File: config.mk
export PLATFORM = sky130hd
export DESIGN_NAME = axi_write_arbiter
export DESIGN_NICKNAME = d
export VERILOG_FILES = /design/src/rtl/axi_write_arbiter.sv
export SDC_FILE = /design/constraint.sdc
export NUM_CORES = 1
export LEC_CHECK = 0
export ABC_AREA = 1
export BUFFER_PORTS_ARGS = -buffer_cell sky130_fd_sc_hd__buf_2
export CORE_AREA = 2 2 125 127
export DETAILED_ROUTE_END_ITERATION = 7
export DIE_AREA = 0 0 127 129
export GPL_TIMING_DRIVEN = 0
export SYNTH_ARGS = -nofsm -noshare
export SYNTH_HDL_FRONTEND = slang
export SYNTH_SLANG_ARGS = --single-unit
export TNS_END_PERCENT = 10
File: constraint.sdc
create_clock -name aclk -period 2.1 [get_ports aclk]
set_clock_uncertainty 0.05 [all_clocks]
set_input_delay 0.525 -clock aclk [delete_from_list [all_inputs] [get_ports aclk]]
set_output_delay 0.525 -clock aclk [all_outputs]
set_load 0.005 [all_outputs]
File: src/rtl/axi_write_arbiter.sv
// Two-master to one-slave AXI3 write arbiter: one burst owns AW/W/B until its B handshake.
// Define AXI_ARB_ROUND_ROBIN_EN for round-robin tie-break; otherwise master 0 has fixed priority.
module axi_write_arbiter #(
  parameter  int ID_W   = 4,
  parameter  int ADDR_W = 32,
  parameter  int DATA_W = 32,
  localparam int AW_W   = ID_W + ADDR_W + 18,
  localparam int W_W    = ID_W + DATA_W + DATA_W/8 + 1,
  localparam int B_W    = ID_W + 2
) (
  input  logic              aclk,
  input  logic              areset,
  input  logic [1:0]        m_awvalid,
  output logic [1:0]        m_awready,
  input  logic [2*AW_W-1:0] m_aw,
  input  logic [1:0]        m_wvalid,
  output logic [1:0]        m_wready,
  input  logic [2*W_W-1:0]  m_w,
  output logic [1:0]        m_bvalid,
  input  logic [1:0]        m_bready,
  output logic [B_W-1:0]    m_b,
  output logic              s_awvalid,
  input  logic              s_awready,
  output logic [AW_W-1:0]   s_aw,
  output logic              s_wvalid,
  input  logic              s_wready,
  output logic [W_W-1:0]    s_w,
  input  logic              s_bvalid,
  output logic              s_bready,
  input  logic [B_W-1:0]    s_b,
  output logic [1:0]        grant,
  output logic              protocol_err
);

  typedef enum logic [1:0] {IDLE, ADDR, DATA, RESP} state_t;

  state_t      state_q, state_d;
  logic [1:0]  grant_q, grant_d;
  logic        last_grant_q, last_grant_d;
  logic [3:0]  len_q, len_d;
  logic [3:0]  beat_cnt_q, beat_cnt_d;
  logic        protocol_err_q, protocol_err_d;

  logic            g;
  logic            win;
  logic [AW_W-1:0] aw_sel;
  logic [W_W-1:0]  w_sel;
  logic            wlast;

  assign g      = grant_q[1];
  assign aw_sel = g ? m_aw[2*AW_W-1:AW_W] : m_aw[AW_W-1:0];
  assign w_sel  = g ? m_w[2*W_W-1:W_W]    : m_w[W_W-1:0];
  assign wlast  = w_sel[0];

  // win is the index of the master granted when leaving IDLE
`ifdef AXI_ARB_ROUND_ROBIN_EN
  always_comb begin
    if (&m_awvalid) win = ~last_grant_q;
    else            win = ~m_awvalid[0];
  end
`else
  logic unused_last_grant;
  assign unused_last_grant = last_grant_q;
  assign win = ~m_awvalid[0];
`endif

  always_comb begin
    state_d        = state_q;
    grant_d        = grant_q;
    last_grant_d   = last_grant_q;
    len_d          = len_q;
    beat_cnt_d     = beat_cnt_q;
    protocol_err_d = protocol_err_q;
    m_awready      = '0;
    m_wready       = '0;
    m_bvalid       = '0;
    s_awvalid      = 1'b0;
    s_aw           = '0;
    s_wvalid       = 1'b0;
    s_w            = '0;
    s_bready       = 1'b0;
    unique case (state_q)
      IDLE: begin
        if (|m_awvalid) begin
          grant_d = win ? 2'b10 : 2'b01;
          state_d = ADDR;
        end
      end
      ADDR: begin
        s_awvalid    = m_awvalid[g];
        s_aw         = aw_sel;
        m_awready[g] = s_awready;
        if (m_awvalid[g] && s_awready) begin
          len_d      = aw_sel[17:14];
          beat_cnt_d = '0;
          state_d    = DATA;
        end
      end
      DATA: begin
        s_wvalid    = m_wvalid[g];
        s_w         = w_sel;
        m_wready[g] = s_wready;
        if (m_wvalid[g] && s_wready) begin
          beat_cnt_d = beat_cnt_q + 4'd1;
          // beat_cnt_q holds the number of beats already accepted before this one
          if (wlast) begin
            if (beat_cnt_q != len_q) protocol_err_d = 1'b1;
            state_d = RESP;
          end else if (beat_cnt_q == len_q) begin
            protocol_err_d = 1'b1;
          end
        end
      end
      RESP: begin
        m_bvalid[g] = s_bvalid;
        s_bready    = m_bready[g];
        if (s_bvalid && m_bready[g]) begin
          last_grant_d = g;
          grant_d      = '0;
          state_d      = IDLE;
        end
      end
      default: state_d = IDLE;
    endcase
  end

  always_ff @(posedge aclk) begin
    if (areset) begin
      state_q        <= IDLE;
      grant_q        <= '0;
      last_grant_q   <= 1'b1;
      len_q          <= '0;
      beat_cnt_q     <= '0;
      protocol_err_q <= 1'b0;
    end else begin
      state_q        <= state_d;
      grant_q        <= grant_d;
      last_grant_q   <= last_grant_d;
      len_q          <= len_d;
      beat_cnt_q     <= beat_cnt_d;
      protocol_err_q <= protocol_err_d;
    end
  end

  assign m_b          = s_b;
  assign grant        = grant_q;
  assign protocol_err = protocol_err_q;

endmodule

**Yosys cells after proc, flatten, opt, wreduce, memory -nomap -nowiden**

Cells that the tools add are included.

- Divide/modulo/power cells: 0
- Equality and inequality tests: 11
- Add/sub/neg operators: 1
- Bitwise gates (word level): 3
- Muxes and demuxes: 33
- Shift operators: 0
- Multipliers: 0
- Magnitude comparators: 2
- Reductions and logical operators: 14

Operators with widths:

| cell | count |
|---|---|
| 2-to-1 mux 54 bit | 2 |
| 2-to-1 mux 41 bit | 2 |
| 2-to-1 mux 2 bit | 10 |
| 2-to-1 mux 1 bit | 13 |
| != test 2 bit, second input constant | 5 |
| 2-to-1 mux 4 bit | 2 |
| case mux 2 bit (4 select lines) | 1 |
| case mux 4 bit (2 select lines) | 1 |
| bitwise AND 2 bit | 3 |
| AND reduction 3 bit | 2 |
| nonzero test 2 bit | 3 |
| AND reduction 5 bit | 1 |
| adder 4 x 1 -> 4 bit, second input constant | 1 |
| == test 2 bit, second input constant | 2 |
| == test 4 bit | 1 |
| logical AND 1 bit | 4 |
| != test 4 bit | 1 |
| case mux 2 bit (2 select lines) | 1 |
| AND reduction 4 bit | 1 |
| == test 2 x 1 -> 1 bit, second input constant | 1 |
| logical NOT 2 bit | 1 |
| < comparator 1 x 2 -> 1 bit, second input constant | 1 |
| != test 2 x 1 -> 1 bit, second input constant | 1 |
| AND reduction 2 bit | 1 |
| 3 further kinds | 3 |

- Memory bits (writable): 0
- Register bits: 13
- Output and inout port bits: 113
- Bits in latches: 0
- Memories: 0
- ROM bits: 0

**Depth between registers and ports, before layout**

- Depth in word-level cells: 6
- Gate-level depth with buffers: 11
- Gate-level depth less buffers: 10

**Worst setup path before layout**

Ideal clock, no wire load.

- Kind: register to output
- Start: reg state_q[0]
- End: out s_w[10]
- Cell stages (with the launch flop): 7
- Path slack: 162 ps
- Arrival time: 1363 ps
- Path through: dfxtp_1 -> inv_1 -> ha_1 -> inv_2 -> clkbuf_1 -> clkbuf_1 -> a21oi_1

- Cells in the longest elaborated chain, start to end: 2

Ends and longest elaborated chain:

| what | line | RTL |
|---|---|---|
| start, declared | 37 | `state_t state_q, state_d;` |
| start signal, assigned | 136 | `state_q <= state_d;` |
| == test 2 bit | 82 | `unique case (state_q)` |
| 2-to-1 mux 41 bit | 82 |  |
| end, declared | 27 | `output logic [W_W-1:0] s_w,` |

No other way between the ends.

**Worst setup path after layout**

- Start: reg grant_q[1] (netlist: grant[1])
- End: out s_aw[26]

- Cells in the longest elaborated chain, start to end: 2

Ends and longest elaborated chain:

| what | line | RTL |
|---|---|---|
| start, declared | 38 | `logic [1:0] grant_q, grant_d;` |
| start signal, assigned | 137 | `grant_q <= grant_d;` |
| 2-to-1 mux 54 bit | 51 | `assign aw_sel = g ? m_aw[2*AW_W-1:AW_W] : m_aw[AW_W-1:0];` |
| 2-to-1 mux 54 bit | 82 |  |
| end, declared | 24 | `output logic [AW_W-1:0] s_aw,` |

No other way between the ends.

==> reports/results.md <==
| Result | Reported | Unit |
| --- | --- | --- |
| Horizontal die dimension | 127 | microns |
| Power per standard cell area | 833.5 | nW/um^2 |
| Slew margin rel. | 65.34 | % |
| Top-Level Pins | 320 | - |
| Worst R2R Path Depth | 7 | - |
| Length of the first detailed-routing pass in iterations | 4 | - |
| Antenna Violating Nets Remaining | 0 | - |
| Final sum of negative setup slack | 0 | ns |
| Row Count | 45 | - |
| Routability congestion estimate from global placement | 0.8341 | - |
| All-Layer GR Usage | 16.28 | % |
| Layout cells sized above 1 | 53.07 | % |
| Residual DRC count | 0 | - |
| Kind of launch point of the worst setup path | register | - |
| Most instantiated library cell after synthesis | sky130_fd_sc_hd__nand2_1 | - |
| Number of hold violations in the final report | 0 | - |
| Mapped Nets | 687 | - |
| Final period util | 99.03 | % |
| Actual slew at the worst max-slew pin | 0.5199 | ns |
| Final period demand of the worst path | 2.080 | ns |
| Max-cap violations | 0 | - |
| First DRT Iteration DRCs | 211 | - |
| Number of synthesized flops with an enable pin | 0 | - |
| Effective utilization at floorplan | 15.50 | % |
| Maximum buffer depth of the clock tree | 2 | - |
| Count of cells along the worst hold path | 2 | - |
| Syn Std Cell Area | 2321 | sq um |
| Slew Viols, Final | 0 | - |
| Clock insertion delay at the later pin of the skew report | 0.25 | ns |
| Maximum number of pins on one net before global-route repair | 13 | - |
| Clk pin slew, worst setup/hold paths | 0.05 | ns |
| Average wire per standard cell | 15.28 | microns |
| Count of input and output buffers | 312 | - |
| H-tree levels | 1 | - |
| Largest fanout of any net on the critical path | 10 | - |
| Worst reg2reg endpoint | beat_cnt_q[1] | - |
| Portion of the post-synthesis area used by sequential elements | 11.21 | % |
| CP max stage delay | 0.40 | ns |
| Top-area cell type share of the netlist area | 38.49 | % |
| Core Region | 14,980 | sq um |
| Peak supply drop | 474.1 | uV |
| Area overhead of the layout relative to synthesis | 105.1 | % |
| Cell type of the slowest stage on the worst timing path | sky130_fd_sc_hd__dfxtp_4 | - |
| Synth area leaders | sky130_fd_sc_hd__nand2_1, sky130_fd_sc_hd__a21oi_1, sky130_fd_sc_hd__dfxtp_1, sky130_fd_sc_hd__buf_4, sky130_fd_sc_hd__inv_1 | - |
| Filler Cells Inserted | 1,719 | - |
| Area enclosed by the die boundary | 16,380 | sq um |
| Cts bufs inserted | 3 | - |
| Worst hold slack after final layout | 0.4028 | ns |
| Arrival time at the worst endpoint | 1.50 | ns |
| Clock sinks | 13 | - |
| Routed vias | 4,261 | - |
| Cell leakage power | 0.002697 | uW |
| Number of different library cells in the post-synthesis netlist | 23 | - |
| Commonest cells in the synthesized netlist | sky130_fd_sc_hd__nand2_1, sky130_fd_sc_hd__a21oi_1, sky130_fd_sc_hd__inv_1 | - |
| FF-to-FF setup slack | 0.60 | ns |
| Top delay family on crit path | buffers and inverters | - |
| Unrepaired setup endpoints after global routing | true | - |
| Wire length of the first global-routing pass | 21.11 | mm |
| Die Ht | 129 | microns |
| Worst-path cell chain | buf_8, buf_12, buf_6, nand2_1, a21oi_2, buf_2 | - |
| Clk Tree Root Cell | sky130_fd_sc_hd__clkbuf_16 | - |
| GRT overflow | 0 | - |
| Worst-case hold path end point | protocol_err | - |
| Crit. End Element | output port | - |
| Critical path required time | 1.52 | ns |
| Most used flip-flop cell after synthesis | sky130_fd_sc_hd__dfxtp_1 | - |
| Source of the worst hold timing path | protocol_err | - |
| Vias/cell | 4.317 | - |
| Mean cell area of the mapped netlist | 4.886 | sq um |
| Buf+Inv Stages, Crit Path | 4 | - |
| Number of synthesized register bits | 13 | - |
| Fin worst setup slack | 0.02047 | ns |
| # hold bufs at CTS | 0 | - |
| Cell count after synthesis | 475 | - |
| Worst-case setup slack after placement | -0.7436 | ns |
| Source of the worst register-to-register timing path | state_q[1] | - |
| Fmax | 480.9 | MHz |
| TritonCTS clock tree | done | - |
| Vias in the first global route | 3,918 | - |
| Initial antenna violation count | 0 | - |
| Synth async-reset ratio | 0 | % |
| Worst hold path type | register to register | - |
| Outcome | finished clean | - |
| Setup-failing EPs final | 0 | - |
| Cell taking the most area after synthesis | sky130_fd_sc_hd__nand2_1 | - |
| Post-DP HPWL | 11.88 | mm |
| Type of the worst setup path | register to output port | - |
| Yosys Warn Count | 0 | - |
| Final WL | 15.09 | mm |
| Nets | 1,012 | - |
| Diode insertion count for antenna repair | 0 | - |
cells in the final DEF, fill, tap and decap left out:
cell type	Yosys	routed
sky130_fd_sc_hd__buf_2	12	312
sky130_fd_sc_hd__nand2_1	238	236
sky130_fd_sc_hd__a21oi_1	107	68
sky130_fd_sc_hd__a21oi_2	0	36
sky130_fd_sc_hd__inv_1	24	21
sky130_fd_sc_hd__buf_4	14	15
sky130_fd_sc_hd__nor2_1	14	14
sky130_fd_sc_hd__buf_6	1	13
sky130_fd_sc_hd__buf_8	0	10
sky130_fd_sc_hd__nand3_1	10	10
sky130_fd_sc_hd__dfxtp_1	13	10
sky130_fd_sc_hd__nand2_2	4	6
sky130_fd_sc_hd__nor3_1	6	6
sky130_fd_sc_hd__clkbuf_16	0	5
sky130_fd_sc_hd__buf_12	0	4
sky130_fd_sc_hd__inv_2	4	4
sky130_fd_sc_hd__a21oi_4	0	3
sky130_fd_sc_hd__nand3_2	3	3
sky130_fd_sc_hd__ha_1	5	3
sky130_fd_sc_hd__inv_4	0	2
sky130_fd_sc_hd__clkbuf_4	0	2
sky130_fd_sc_hd__ha_4	0	2
sky130_fd_sc_hd__dfxtp_4	0	2
sky130_fd_sc_hd__inv_6	0	1
sky130_fd_sc_hd__clkbuf_8	0	1
sky130_fd_sc_hd__and3_1	1	1
sky130_fd_sc_hd__o21ai_1	1	1
sky130_fd_sc_hd__buf_1	1	1
sky130_fd_sc_hd__o21ai_2	1	1
sky130_fd_sc_hd__xnor2_1	1	1
sky130_fd_sc_hd__nor2_4	1	1
sky130_fd_sc_hd__a31oi_1	1	1
sky130_fd_sc_hd__o21ai_0	1	1
sky130_fd_sc_hd__clkbuf_1	12	1
sky130_fd_sc_hd__dfxtp_2	0	1
registers in the layout (all words and copies together), names as in the netlist:
signal / count
state_q: 2
len_q: 4
protocol_err: 1
beat_cnt_q: 4
grant: 2
tightest hold or removal path, cell delays in order (launching register included):
cell,delay (ns)
sky130_fd_sc_hd__dfxtp_1,0.31
sky130_fd_sc_hd__inv_1,0.05
sky130_fd_sc_hd__a21oi_1,0.05
report_power, final:
group / total [uW] / switching (uW) / internal (uW)
combinational: 3230 / 1820 / 1410
sequential: 363 / 63.2 / 299
clock: 375 / 118 / 257
routing by layer:
layer / wire (microns) / track usage, % / vias up
met5: 0 / 0 / -
met3: 1007 / 1.788 / 15
met2: 7561 / 30.36 / 198
met1: 6337 / 20.58 / 1891
li1: - / - / 2157
met4: 180 / 2.521 / 0
cell families (layout without fill, tap and decap cells):
logic type	count (synthesis)	after routing	share of synthesized area, %
fa+ha+maj	5	5	2.695
flops	13	13	11.21
xor+xnor	1	1	0.3774
compound gates	111	111	24.15
buf+inv	68	392	14.23
simple gates	277	277	47.33
stage by stage:
step	instances	cell area [sq um]	total power (uW)	util, %
floorplan	475	2321	1720	-
global placement	975	4118	2874	27.49
detailed placement	975	4118	2874	27.49
CTS	981	4503	3662	30.07
global route	987	4761	4306	31.79
finish	987	4761	3968	31.79
what timing repair did:
| action | CTS | global route |
|---|---|---|
| cloned | 1 | 2 |
| setup endpoints to repair | 100 | 93 |
| resized for setup | 86 | 57 |
| pin swaps | 0 | 3 |
| setup buffers | 2 | 4 |
area by class of cell:
class	count	area (sq um)	area share [%]
multi-input cells	394	1929	40.53
repair buffers	321	1677	35.22
plain buffers	39	456.7	9.593
flip-flops and latches	13	269.0	5.650
well taps	188	235.2	4.941
inverters	28	115.1	2.418
clock buffers	4	78.83	1.656
worst max path at each step:
stage / slack (ns) / cells past startpoint / endpoint / startpoint
5_1_grt: -0.02 / 7 / s_aw[18] / grant[1]
3_3_place_gp: -0.68 / 7 / s_w[26] / state_q[0]
6_report: 0.02 / 6 / s_aw[26] / grant[1]
4_1_cts: -0.02 / 6 / s_aw[26] / grant[1]
3_5_place_dp: -0.74 / 7 / s_w[26] / state_q[0]
2_1_floorplan: 0.16 / 6 / s_w[10] / state_q[0]
(Power assumes the default switching activity.)
